`src/rtl/ydemux1to4_buf_pkg.sv`:
```
// Shared definitions for the 1-to-4 buffered stream demultiplexer.
package ydemux1to4_buf_pkg;

  localparam int unsigned NUM_OUT = 4;
  localparam int unsigned SEL_W   = 2;

  typedef enum logic {
    SLOT_EMPTY = 1'b0,
    SLOT_FULL  = 1'b1
  } slotState_t;

endpackage

```
`src/rtl/ydemux1to4_buf_slot.sv`:
```
// Single-entry output buffer with valid/ready handshake and a saturating
// count of words handed to the consumer.
module ydemux_slot
  import ydemux1to4_buf_pkg::*;
#(
  parameter int unsigned SIZE = 32,
  parameter int unsigned CNTW = 8
) (
  input  logic            clk,
  input  logic            rst_n,
  input  logic            load,
  input  logic [SIZE-1:0] loadData,
  input  logic            outReady,
  output logic [SIZE-1:0] outData,
  output logic            outValid,
  output logic [CNTW-1:0] xferCnt
);

  slotState_t state, stateNext;
  logic       drain;

  assign outValid = (state == SLOT_FULL);
  assign drain    = outValid & outReady;

  always_ff @(posedge clk or negedge rst_n) begin
    if (!rst_n) state <= SLOT_EMPTY;
    else        state <= stateNext;
  end

  // A drain in the same cycle as a load keeps the slot full.
  always_comb begin
    stateNext = state;
    case (state)
      SLOT_EMPTY: if (load)           stateNext = SLOT_FULL;
      SLOT_FULL:  if (drain && !load) stateNext = SLOT_EMPTY;
    endcase
  end

  // Data is left in place on drain; only a new load overwrites it.
  always_ff @(posedge clk or negedge rst_n) begin
    if (!rst_n)    outData <= '0;
    else if (load) outData <= loadData;
  end

  always_ff @(posedge clk or negedge rst_n) begin
    if (!rst_n)                      xferCnt <= '0;
    else if (drain && xferCnt != '1) xferCnt <= xferCnt + 1'b1;
  end

endmodule

```
`src/rtl/ydemux1to4_buf.sv`:
```
// Registered 1-to-4 stream demultiplexer: steers each accepted word into
// one of four independent single-entry output buffers.
module ydemux1to4_buf
  import ydemux1to4_buf_pkg::*;
#(
  parameter int unsigned SIZE = 32,
  parameter int unsigned CNTW = 8
) (
  input  logic                    clk,
  input  logic                    rst_n,
  input  logic [SIZE-1:0]         in_data,
  input  logic [SEL_W-1:0]        in_sel,
  input  logic                    in_valid,
  output logic                    in_ready,
  output logic [NUM_OUT*SIZE-1:0] out_data,
  output logic [NUM_OUT-1:0]      out_valid,
  input  logic [NUM_OUT-1:0]      out_ready,
  output logic [NUM_OUT*CNTW-1:0] xfer_cnt,
  output logic                    busy
);

  logic               accept;
  logic [NUM_OUT-1:0] loadVec;

  // Only the selected buffer can stall the producer.
  assign in_ready = ~out_valid[in_sel] | out_ready[in_sel];
  assign accept   = in_valid & in_ready;
  assign busy     = |out_valid;

  always_comb begin
    loadVec         = '0;
    loadVec[in_sel] = accept;
  end

  for (genvar k = 0; k < NUM_OUT; k++) begin : slotGen
    ydemux_slot #(
      .SIZE(SIZE),
      .CNTW(CNTW)
    ) slot (
      .clk      (clk),
      .rst_n    (rst_n),
      .load     (loadVec[k]),
      .loadData (in_data),
      .outReady (out_ready[k]),
      .outData  (out_data[k*SIZE +: SIZE]),
      .outValid (out_valid[k]),
      .xferCnt  (xfer_cnt[k*CNTW +: CNTW])
    );
  end

endmodule

```
`config.mk`:
```
export PLATFORM = sky130hd
export DESIGN_NAME = ydemux1to4_buf
export DESIGN_NICKNAME = d
export VERILOG_FILES = /design/src/rtl/ydemux1to4_buf_pkg.sv /design/src/rtl/ydemux1to4_buf_slot.sv /design/src/rtl/ydemux1to4_buf.sv
export SDC_FILE = /design/constraint.sdc
export NUM_CORES = 1
export LEC_CHECK = 0
export CAP_MARGIN = 20
export CELL_PAD_IN_SITES_DETAIL_PLACEMENT = 0
export CELL_PAD_IN_SITES_GLOBAL_PLACEMENT = 1
export CORE_UTILIZATION = 40
export DETAILED_ROUTE_END_ITERATION = 12
export PLACE_DENSITY_LB_ADDON = 0.1
export SLEW_MARGIN = 5
export SYNTH_ARGS = -nofsm -noshare
export SYNTH_HDL_FRONTEND = slang
export SYNTH_HIERARCHICAL = 1
export SYNTH_SLANG_ARGS = --single-unit
```
`constraint.sdc`:
```
create_clock -name clk -period 4.5 [get_ports clk]
set_input_delay 0.45 -clock clk [delete_from_list [all_inputs] [get_ports clk]]
set_output_delay 0.45 -clock clk [all_outputs]
set_load 0.02 [all_outputs]
```
Word level (Yosys, flattened, before mapping)
Cells that the tools add are included.
Widths: inputs -> output; s select.
{ "totals": {"in_bits": 41, "elab_cells": 66, "ff_bits": 164} }
{ "op_classes": {"magnitude_cmp": 2, "n_mux": 18, "eq_ne": 4, "add_sub_neg": 4, "bitwise_logic": 12, "n_reduce_logical": 14} }
{ "ops": {"columns": ["cell", "n"], "rows": [
  ["$add 8x1->8 const B", 4],
  ["$ne 8x8->1 const B", 4],
  ["$mux 1", 11],
  ["$logic_and 1x1->1", 9],
  ["$pmux 1 s2", 4],
  ["$and 1x1->1", 5],
  ["$not 1->1", 5],
  ["$and 4x4->4", 1],
  ["$bmux 1 s2", 2],
  ["$logic_not 1->1", 4],
  ["$reduce_or 4->1", 1],
  ["$lt 2x3->1 const B", 1],
  ["$demux 1 s2", 1],
  ["$ge 2x1->1 const B", 1],
  ["$or 1x1->1", 1]
]} }

Longest topological paths before layout
Gate-level depths: netlist (run 1).
{ "logic_depth": {"ltp_word": 10, "depth_mapped": 5} }

Cells and area by module
The synthesis (run 1) kept the hierarchy.
{ "by_module_without_submodules": {"columns": ["mod", "area_per_inst_um2", "seq_area_each_um2", "n_inst", "cells_per_inst"], "rows": [
  ["ydemux_slot", 1614.0, 1026.0, 4, 105],
  ["ydemux1to4_buf", 95.1, 0.0, 1, 10]
]} }

Worst setup path before layout (run 1)
OpenSTA, ideal clock, no wires.
{ "synth_timing": {"kind": "register to register", "start": "register slotGen[0].slot.state", "end": "register slotGen[0].slot.outData[0]", "period_less_slack_ns": 1.704, "path_slack_ns": 2.796, "path_buffers": 2, "stages_incl_launch_ff": 6, "t_arrival_ns": 1.579, "cell_sequence": "dfrtp_1 -> nand2b_1 -> nor4bb_1 -> clkbuf_1 -> buf_2 -> mux2_2"} }
{ "synth_via": {"elab_chain_cells": 6} }
{ "synth_rtl": {"columns": ["element", "line_no", "source"], "rows": [
  ["start, declared", "ydemux1to4_buf_slot.sv:19", "slotState_t state, stateNext;"],
  ["start signal, assigned", "ydemux1to4_buf_slot.sv:27", "else state <= stateNext;"],
  ["$bmux 1 s2", "ydemux1to4_buf.sv:26", "assign in_ready = ~out_valid[in_sel] | out_ready[in_sel];"],
  ["$mux 1 (not written as such)", "ydemux1to4_buf.sv:26", null],
  ["$not 1->1", "ydemux1to4_buf.sv:26", null],
  ["$or 1x1->1", "ydemux1to4_buf.sv:26", null],
  ["$and 1x1->1", "ydemux1to4_buf.sv:27", "assign accept = in_valid & in_ready;"],
  ["$and 4x4->4 (no line)", null, null],
  ["named net loadVec[0]", "ydemux1to4_buf.sv:23", "logic [NUM_OUT-1:0] loadVec;"],
  ["end signal, assigned", "ydemux1to4_buf_slot.sv:42", "else if (load) outData <= loadData;"],
  ["end, declared", "ydemux1to4_buf_slot.sv:14", "output logic [SIZE-1:0] outData,"]
]} }
The timed path passes the listed nets, and every way through them passes these cells. The select of a mux whose other input is x is not followed.
A chain may end at the register's enable or synchronous reset.

Final worst setup path (run 1)
{ "layout_timing": {"start": "input port out_ready[1]", "end": "output port in_ready"} }
{ "layout_via": {"elab_chain_cells": 3} }
{ "layout_rtl": {"columns": ["element", "line_no", "source"], "rows": [
  ["start, declared", "ydemux1to4_buf.sv:17", "input logic [NUM_OUT-1:0] out_ready,"],
  ["$bmux 1 s2", "ydemux1to4_buf.sv:26", null],
  ["$mux 1 (not written as such)", "ydemux1to4_buf.sv:26", null],
  ["$or 1x1->1", "ydemux1to4_buf.sv:26", null],
  ["end, declared", "ydemux1to4_buf.sv:14", "output logic in_ready,"]
]} }
Every way passes these cells. The select of a mux whose other input is x is not followed.

==> results.cfg, run 1 <==
[synthesis]
synth.net_count = 475
yosys_warnings = 6
synth.avg_cell_area_um2 = 15.2
syn_inst = 430
yosysUniqueCellTypes = 24
synth-seq-cells = 164
yosysSeqAreaShare = 0.626
synthesis.area_um2 = 6550

[grt]
grt_pass1_vias = 4592
grt_overflow = 0
track_usage = 0.198
grtUsageMet3 = 0.0783
grt_antenna_before_repair = 0
grt_use_met1 = 0.241
grt_util_met2 = 0.313
grt_pass1_wl_um = 25000
busiest_layer = met2
grt_max_degree = 112

[critical_path]
worst_setup_path_start_kind = input pin
crit_fanout = 5
r2r-start = slotGen[1].slot/outValid
worstSetupEndpointType = output port
path_class = in2out
rr_worst_depth = 3
crit_path_start = out_ready[1]
required_ps = 4050
arrival_ps = 2230

[route]
antenna_left = 0
dr_total_vias = 4324
wl_per_cell_um = 18.0
drt_pass1_iterations = 4
via_per_inst = 4.95
drc = 0
wl_um = 15700
drtIter0Drc = 115

[placement]
hpwl_um = 10700
dpl_cell_area_um2 = 8860
pre_cts_slack_ps = 1730
dp.cells = 839
numPortBuffers = 206
gp_congestion = 0.739

[die]
start_util = 0.411
pin_count = 207
std_cell_rows = 46
design.core.area_um2 = 15900
fp.dieW_um = 130
die_y_um = 130
die_area_um2 = 16900

[cts]
numCtsBuffers = 17
clkSinkCount = 164
root_buffer = clkbuf_16
cts_setup_buffers = 0
clock_latency_ps = 420
path_clk_slew_ps = 60
clock_path_buffers = 2
h-tree-depth = 4
cts_tree = yes

[pwr]
p_per_area_nw_per_um2 = 529
internal_power_mw = 3.40
p_seq_frac = 0.408
p_comb_frac = 0.327
switchingPower_mw = 1.60
swShare = 0.320
p_clk_frac = 0.265
peakVddDrop_mv = 0.269
p_leak_nw = 3.89

[sta]
clock_skew_ps = 10.6
worst_slew_margin_rel = 0.307
fin_crit_ps = 2680
fin_crit_sh = 0.595
final_hold_viol_count = 0
setup_viol_count_final = 0
rsz0062_at_grt = no
worst_pin_slew_ps = 1040
tns_ps = 0
drv_slew = 0
setup_slack_ps = 1820
max_freq_mhz = 374

[layout]
drive_gt1_frac = 0.288
fin_nets = 689
diodes = 0
syn_to_final_growth_pct = 44.2
finish.instance_area_um2 = 9450
fin_cells = 873

[flow_run]
cap_violations = 0

[run_status]
status = finished clean

[worst_hold_path]
min-delay-path-class = in2async
==> routing by layer <==
metal,up-vias,routed length [um]
met3,23,1320
met2,147,7680
met1,2184,6390
met4,0,308
met5,-,0
li1,1970,-
==> state kept, by name (all words and copies together) (netlist names) <==
name / flops
slotGen.slot/xferCnt: 32
slotGen.slot/outValid: 4
slotGen.slot/outData: 128
==> cell usage after synthesis <==
library cell / n / share of area
a21oi_1: 4 / 0.0031
clkbuf_1: 4 / 0.0023
nor4bb_1: 1 / 0.0015
or4_1: 1 / 0.0011
and4_2: 1 / 0.0015
nor2_1: 8 / 0.0046
dfrtp_1: 164 / 0.63
inv_1: 4 / 0.0023
nand4_4: 4 / 0.013
xnor2_1: 20 / 0.027
a21o_1: 4 / 0.0046
and4_4: 4 / 0.0069
nand4_1: 8 / 0.0076
ha_1: 4 / 0.0076
buf_2: 12 / 0.0092
a31oi_1: 4 / 0.0038
nand2b_1: 8 / 0.0076
nand3_1: 16 / 0.012
mux2_2: 132 / 0.23
nand3_2: 4 / 0.0061
mux4_2: 1 / 0.0034
nand2_1: 16 / 0.0092
mux2_4: 4 / 0.0092
and4b_1: 2 / 0.0031
==> per-stage QoR <==
stage               power (mW)  utilization  hold slack, ps
detailed placement        3.71        0.556             494
finish                    5.00        0.593             427
global placement          3.68        0.556             489
CTS                       5.06        0.590             206
floorplan                 2.83            -             154
global route              5.26        0.593             440
==> cells in the final DEF (no fill, tap or decap), types with 2 or more instances in the layout <==
cell type,instances
ha_1,4
nand4_4,4
clkbuf_16,17
xnor2_1,20
nand2b_1,8
clkinv_2,4
nand2_1,16
mux2_2,132
and4_4,4
clkdlybuf4s50_1,205
nor2_1,8
a31oi_1,4
buf_4,2
clkbuf_8,3
inv_1,4
inv_6,2
clkinvlp_4,4
and4b_2,2
nand4_1,8
nand3_1,16
a21oi_1,4
dfrtp_1,164
nand3_2,4
mux2_4,4
a21o_1,4
==> power by group through the flow <==
stage	Clock [mW]	Sequential [mW]	Combinational (mW)
6_report	1.33	2.04	1.63
3_3_place_gp	0	2.05	1.63
5_1_grt	1.43	2.09	1.73
2_1_floorplan	0	2.43	0.396
4_1_cts	1.37	2.05	1.65
3_5_place_dp	0	2.07	1.64
==> worst paths after layout <==
check / endpoint / slack [ps]
worst max-delay path: in_ready / 1820
worst min-delay path: slotGen[0].slot/xferCnt[3] / 430
worst max register to register: slotGen[1].slot/outData[18] / 2360
worst min register to register: slotGen[3].slot/outData[8] / 510
max in group asynchronous: slotGen[1].slot/outData[0] / 2920
min in group clk: slotGen[3].slot/outData[8] / 510
==> timing repair <==
item                                   in CTS  in global routing
resized for setup                           0                  0
setup endpoints to repair                   0                  0
hold buffers                                0                  1
endpoints found under the hold margin       0                 18
==> worst max-delay path, cell delays in order <==
cell             delay, ps
clkdlybuf4s50_1        500
nand2b_1               230
mux4_2                 480
clkdlybuf4s50_1        560
==> area by class of cell <==
| type | count | area, um^2 |
|---|---|---|
| Clock inverter | 11 | 76.3 |
| Fill cell | 1310 | 6500 |
| Tap cell | 216 | 270 |
| Clock buffer | 21 | 470 |
| Inverter | 4 | 15.0 |
| Multi-Input combinational cell | 246 | 2370 |
| Sequential cell | 164 | 4100 |
| Timing Repair Buffer | 211 | 2140 |
==> logic make-up after synthesis <==
logic type,synth area share
AO/OA/AOI/OAI,0.0115
XOR/XNOR,0.0267
adder cells (fa/ha/maj),0.00764
buffers and inverters,0.0137
flip-flops,0.626
multiplexers,0.239
AND/OR/NAND/NOR,0.0745
No activity file was read; power rests on OpenSTA's default activity.
==> run 2: changes to the inputs <==
- CORE_UTILIZATION: 40 -> 37
- clock period: 4.5 -> 2.8 ns (I/O delays scaled with it)
==> run 2 against run 1 <==
- register-to-register slack lost 1400 ps
- clock power increased by 86%
- worst setup slack worse by 1300 ps
- hold slack better by 17 ps
- core utilization is 3.7 points lower
- die area increased by 8.0%
- via count decreased by 0.46%
- critical endpoint unchanged
- largest cell class unchanged
==> results.cfg, run 2 (same netlist as run 1, synthesis figures left out) <==
[route]
dr_total_vias = 4304
drt_pass1_iterations = 5
wl_per_cell_um = 17.6
drtIter0Drc = 143
via_per_inst = 4.86
antenna_left = 0
drc = 0
wl_um = 15600

[grt]
track_usage = 0.179
grt_pass1_vias = 4420
grt_pass1_wl_um = 24800
grt_overflow = 0
grt_antenna_before_repair = 0
grt_max_degree = 70

[cts]
cts_setup_buffers = 0
h-tree-depth = 4
cts_tree = yes
clock_path_buffers = 2
clkSinkCount = 164
clock_latency_ps = 410
root_buffer = clkbuf_16
path_clk_slew_ps = 60
numCtsBuffers = 17

[layout]
fin_util = 0.556
regMostFlops = slotGen.slot/outData
largest_reg_flops = 128
finish.instance_area_um2 = 9610
final_cell_mix = clkdlybuf4s50_1 (205), dfrtp_1 (164), mux2_2 (132)
layout_commonest_cell = clkdlybuf4s50_1
fillers = 1415
fin_cells = 885
diodes = 0
fin_nets = 693
syn_to_final_growth_pct = 46.7
drive_gt1_frac = 0.292

[placement]
hpwl_um = 10700
numPortBuffers = 206
pre_cts_slack_ps = 503
gp_congestion = 0.742
dpl_cell_area_um2 = 8960
dp.cells = 853

[sta]
setup_slack_ps = 505
max_freq_mhz = 436
worst_slew_margin_rel = 0.545
clock_skew_ps = 5.74
worst_hold_slack_ps = 444
fin_crit_sh = 0.820
worst_pin_slew_ps = 683
drv_slew = 0
setup_viol_count_final = 0
rsz0062_at_grt = no
final_hold_viol_count = 0
fin_crit_ps = 2300
tns_ps = 0

[critical_path]
arrival_ps = 2020
required_ps = 2520
worstSetupEndpointType = output port
crit_fanout = 5
worst_setup_path_start_kind = input pin
path_class = in2out

[pwr]
p_leak_nw = 3.97
p_per_area_nw_per_um2 = 873
peakVddDrop_mv = 0.432
finalPower_mw = 8.39

[die]
pin_count = 207
design.core.area_um2 = 17300
die_area_um2 = 18200
start_util = 0.379
fp.dieW_um = 135
std_cell_rows = 48
die_y_um = 135

[run_status]
status = finished clean

[flow_run]
cap_violations = 0

[worst_hold_path]
min-delay-path-class = in2async
==> run 2: cell count changes in the layout (fill, tap and decap cells not counted) <==
cell,before,now
clkinvlp_4,4,1
buf_16,1,0
clkinv_2,4,2
bufinv_16,0,4
clkinv_4,1,2
buf_4,2,3
clkbuf_1,1,0
buf_12,1,5
==> run 2: power by group <==
part / switching [mW] / internal [mW] / total, mW
clock: 0.913 / 1.57 / 2.48
combinational: 1.25 / 1.38 / 2.63
sequential: 0.400 / 2.88 / 3.28
total: 2.56 / 5.83 / 8.39
==> run 2: path summary, 6_finish.rpt <==
kind / cells past startpoint / startpoint / to / slack [ps]
worst min-delay path: 2 / rst_n / slotGen[0].slot/xferCnt[0] / 440
worst max register to register: 4 / slotGen[3].slot/outValid / slotGen[3].slot/outData[0] / 990
worst max-delay path: 4 / out_ready[1] / in_ready / 500
min in group clk: 1 / slotGen[0].slot/outData[0] / slotGen[0].slot/outData[0] / 500
max in group asynchronous: 3 / rst_n / slotGen[3].slot/outData[21] / 1570
worst min register to register: 1 / slotGen[0].slot/outData[0] / slotGen[0].slot/outData[0] / 500
==> run 2: critical path, stage by stage <==
cell             delay (ps)
clkdlybuf4s50_1         520
nand2b_1                210
mux4_2                  460
clkdlybuf4s50_1         550
==> run 2: cell type report <==
cell class	count	area, um^2	share of cell area
Clock buffer	20	467	0.0486
Clock inverter	11	173	0.0180
Inverter	4	15.0	0.00156
Multi-Input combinational cell	246	2370	0.247
Sequential cell	164	4100	0.427
Tap cell	225	282	0.0293
Timing Repair Buffer	215	2200	0.228
==> run 2: repair_timing <==
action | in CTS | in global routing
gates resized for setup | 0 | 0
hold endpoints to repair | 65 | 0
hold buffers | 1 | 0
==> run 2: routing by layer <==
layer,up-vias,wire [um],part of all wire,track usage
met5,-,0,0,0
met4,0,208,0.013,0.0612
met3,18,1360,0.087,0.0706
met2,148,7490,0.48,0.284
met1,2163,6550,0.42,0.223
li1,1975,-,-,-
==> run 3: changes to the inputs <==
- clock period: 2.8 -> 2.29 ns (I/O delays scaled with it)
==> run 3 against run 2 <==
- sequential power rose by 22%
- sequential cell count did not move
- worst setup slack got worse by 420 ps
- via count rose by 1.3%
- critical path type is now reg2out
==> results.cfg, run 3 (same netlist as run 1, synthesis figures left out) <==
[run_status]
status = finished clean

[critical_path]
worstSetupEndpointType = output port
crit_fanout = 7
arrival_ps = 1980
worst_setup_path_start_kind = register
rrSetupSlack_ps = 650
crit_path_start = slotGen[3].slot/outValid
required_ps = 2060
r2r-start = slotGen[0].slot/outValid
rr_worst_depth = 4
path_class = reg2out
endpoint = in_ready
rr_endpoint = slotGen[0].slot/outData[7]

[sta]
worst_hold_slack_ps = 328
fin_crit_ps = 2210
worst_slew_margin_rel = 0.646
setup_viol_count_final = 0
worst_pin_slew_ps = 532
clock_skew_ps = 9.68
fin_crit_sh = 0.963
max_freq_mhz = 453
rsz0062_at_grt = no
tns_ps = 0
drv_slew = 0
final_hold_viol_count = 0

[pwr]
swShare = 0.313
p_clk_frac = 0.288
finalPower_mw = 10.2
p_comb_frac = 0.318
switchingPower_mw = 3.18
p_leak_nw = 3.98
internal_power_mw = 6.99
p_seq_frac = 0.395
p_per_area_nw_per_um2 = 1050
peakVddDrop_mv = 0.544

[die]
start_util = 0.379
design.core.area_um2 = 17300
die_y_um = 135
std_cell_rows = 48
die_area_um2 = 18200
fp.dieW_um = 135
pin_count = 207

[cts]
root_buffer = clkbuf_16
numCtsBuffers = 17
cts_setup_buffers = 0
path_clk_slew_ps = 60
clkSinkCount = 164
h-tree-depth = 4
clock_path_buffers = 2
cts_tree = yes
clock_latency_ps = 420

[layout]
drive_gt1_frac = 0.303
final_cell_mix = clkdlybuf4s50_1 (205), dfrtp_1 (160), mux2_2 (132)
diodes = 0
fin_util = 0.558
largest_reg_flops = 128
regMostFlops = slotGen.slot/outData
fillers = 1442
layout_commonest_cell = clkdlybuf4s50_1
fin_nets = 698
syn_to_final_growth_pct = 47.2

[route]
wl_um = 15900
drt_pass1_iterations = 4
wl_per_cell_um = 17.9
via_per_inst = 4.89
antenna_left = 0
drc = 0
dr_total_vias = 4358
drtIter0Drc = 144

[grt]
grt_max_degree = 55
grt_antenna_before_repair = 0
grt_overflow = 0
grt_pass1_vias = 4488
track_usage = 0.181
grt_pass1_wl_um = 24900

[placement]
gp_congestion = 0.778
hpwl_um = 10800
numPortBuffers = 206

[flow_run]
cap_violations = 0

[worst_hold_path]
min-delay-path-class = in2async
-- run 3: changes by cell type in the layout (fill, tap and decap cells not counted) --
cell | before | now
inv_8 | 0 | 1
clkinv_4 | 2 | 4
buf_4 | 3 | 7
clkinv_2 | 2 | 1
dfrtp_1 | 164 | 160
dfrtp_2 | 0 | 4
buf_12 | 5 | 6
clkinvlp_4 | 1 | 2
clkbuf_1 | 0 | 1
clkbuf_8 | 3 | 1
bufinv_16 | 4 | 3
-- run 3: layout make-up --
cell class / instances / area [um^2] / share of cell area
Clock buffer: 19 / 443 / 0.0459
Clock inverter: 13 / 174 / 0.0180
Sequential cell: 164 / 4110 / 0.426
Timing Repair Buffer: 220 / 2250 / 0.233
Multi-Input combinational cell: 246 / 2370 / 0.246
Tap cell: 225 / 282 / 0.0292
Inverter: 4 / 15.0 / 0.00156
-- run 3: timing repair --
action | 4_1_cts | 5_1_grt
hold buffers | 1 | 0
resized for setup | 2 | 2
setup endpoints to repair | 1 | 1
endpoints found under the hold margin | 50 | 0
-- run 3: power groups by stage --
stage | Clock, mW | Combinational, mW | Sequential (mW)
2_1_floorplan | 0 | 0.778 | 4.78
3_3_place_gp | 0 | 3.23 | 4.03
6_report | 2.92 | 3.23 | 4.01
3_5_place_dp | 0 | 3.26 | 4.07
5_1_grt | 3.12 | 3.42 | 4.11
4_1_cts | 3.00 | 3.28 | 4.03
-- run 3: per-stage QoR --
step	worst slack, ps	area (um^2)	std cells
6_report	84.2	9640	891
2_1_floorplan	586	6550	430
3_3_place_gp	240	9010	858
4_1_cts	3.79	9640	891
3_5_place_dp	209	9010	858
5_1_grt	25.9	9640	891
-- run 3: layer usage --
layer	track usage	wire length [um]	vias to the layer above
met4	0.0680	219	0
met1	0.221	6780	2216
met5	0	0	-
met2	0.292	7770	135
met3	0.0668	1150	16
li1	-	-	1991
-- run 3: worst min-delay path by stage --
| stage | start | endpoint | cells past startpoint |
|---|---|---|---|
| 2_1_floorplan | rst_n | slotGen[0].slot/outData[0] | 0 |
| 3_5_place_dp | rst_n | slotGen[0].slot/xferCnt[1] | 1 |
| 4_1_cts | rst_n | slotGen[0].slot/xferCnt[1] | 2 |
| 5_1_grt | rst_n | slotGen[0].slot/xferCnt[1] | 2 |
| 6_report | rst_n | slotGen[0].slot/xferCnt[1] | 2 |
| 3_3_place_gp | rst_n | slotGen[0].slot/xferCnt[1] | 1 |
-- run 3: critical path: stages, from the launching register on --
cell and delay (ps):
dfrtp_2 440, nand2b_1 90, mux4_2 460, clkdlybuf4s50_1 560
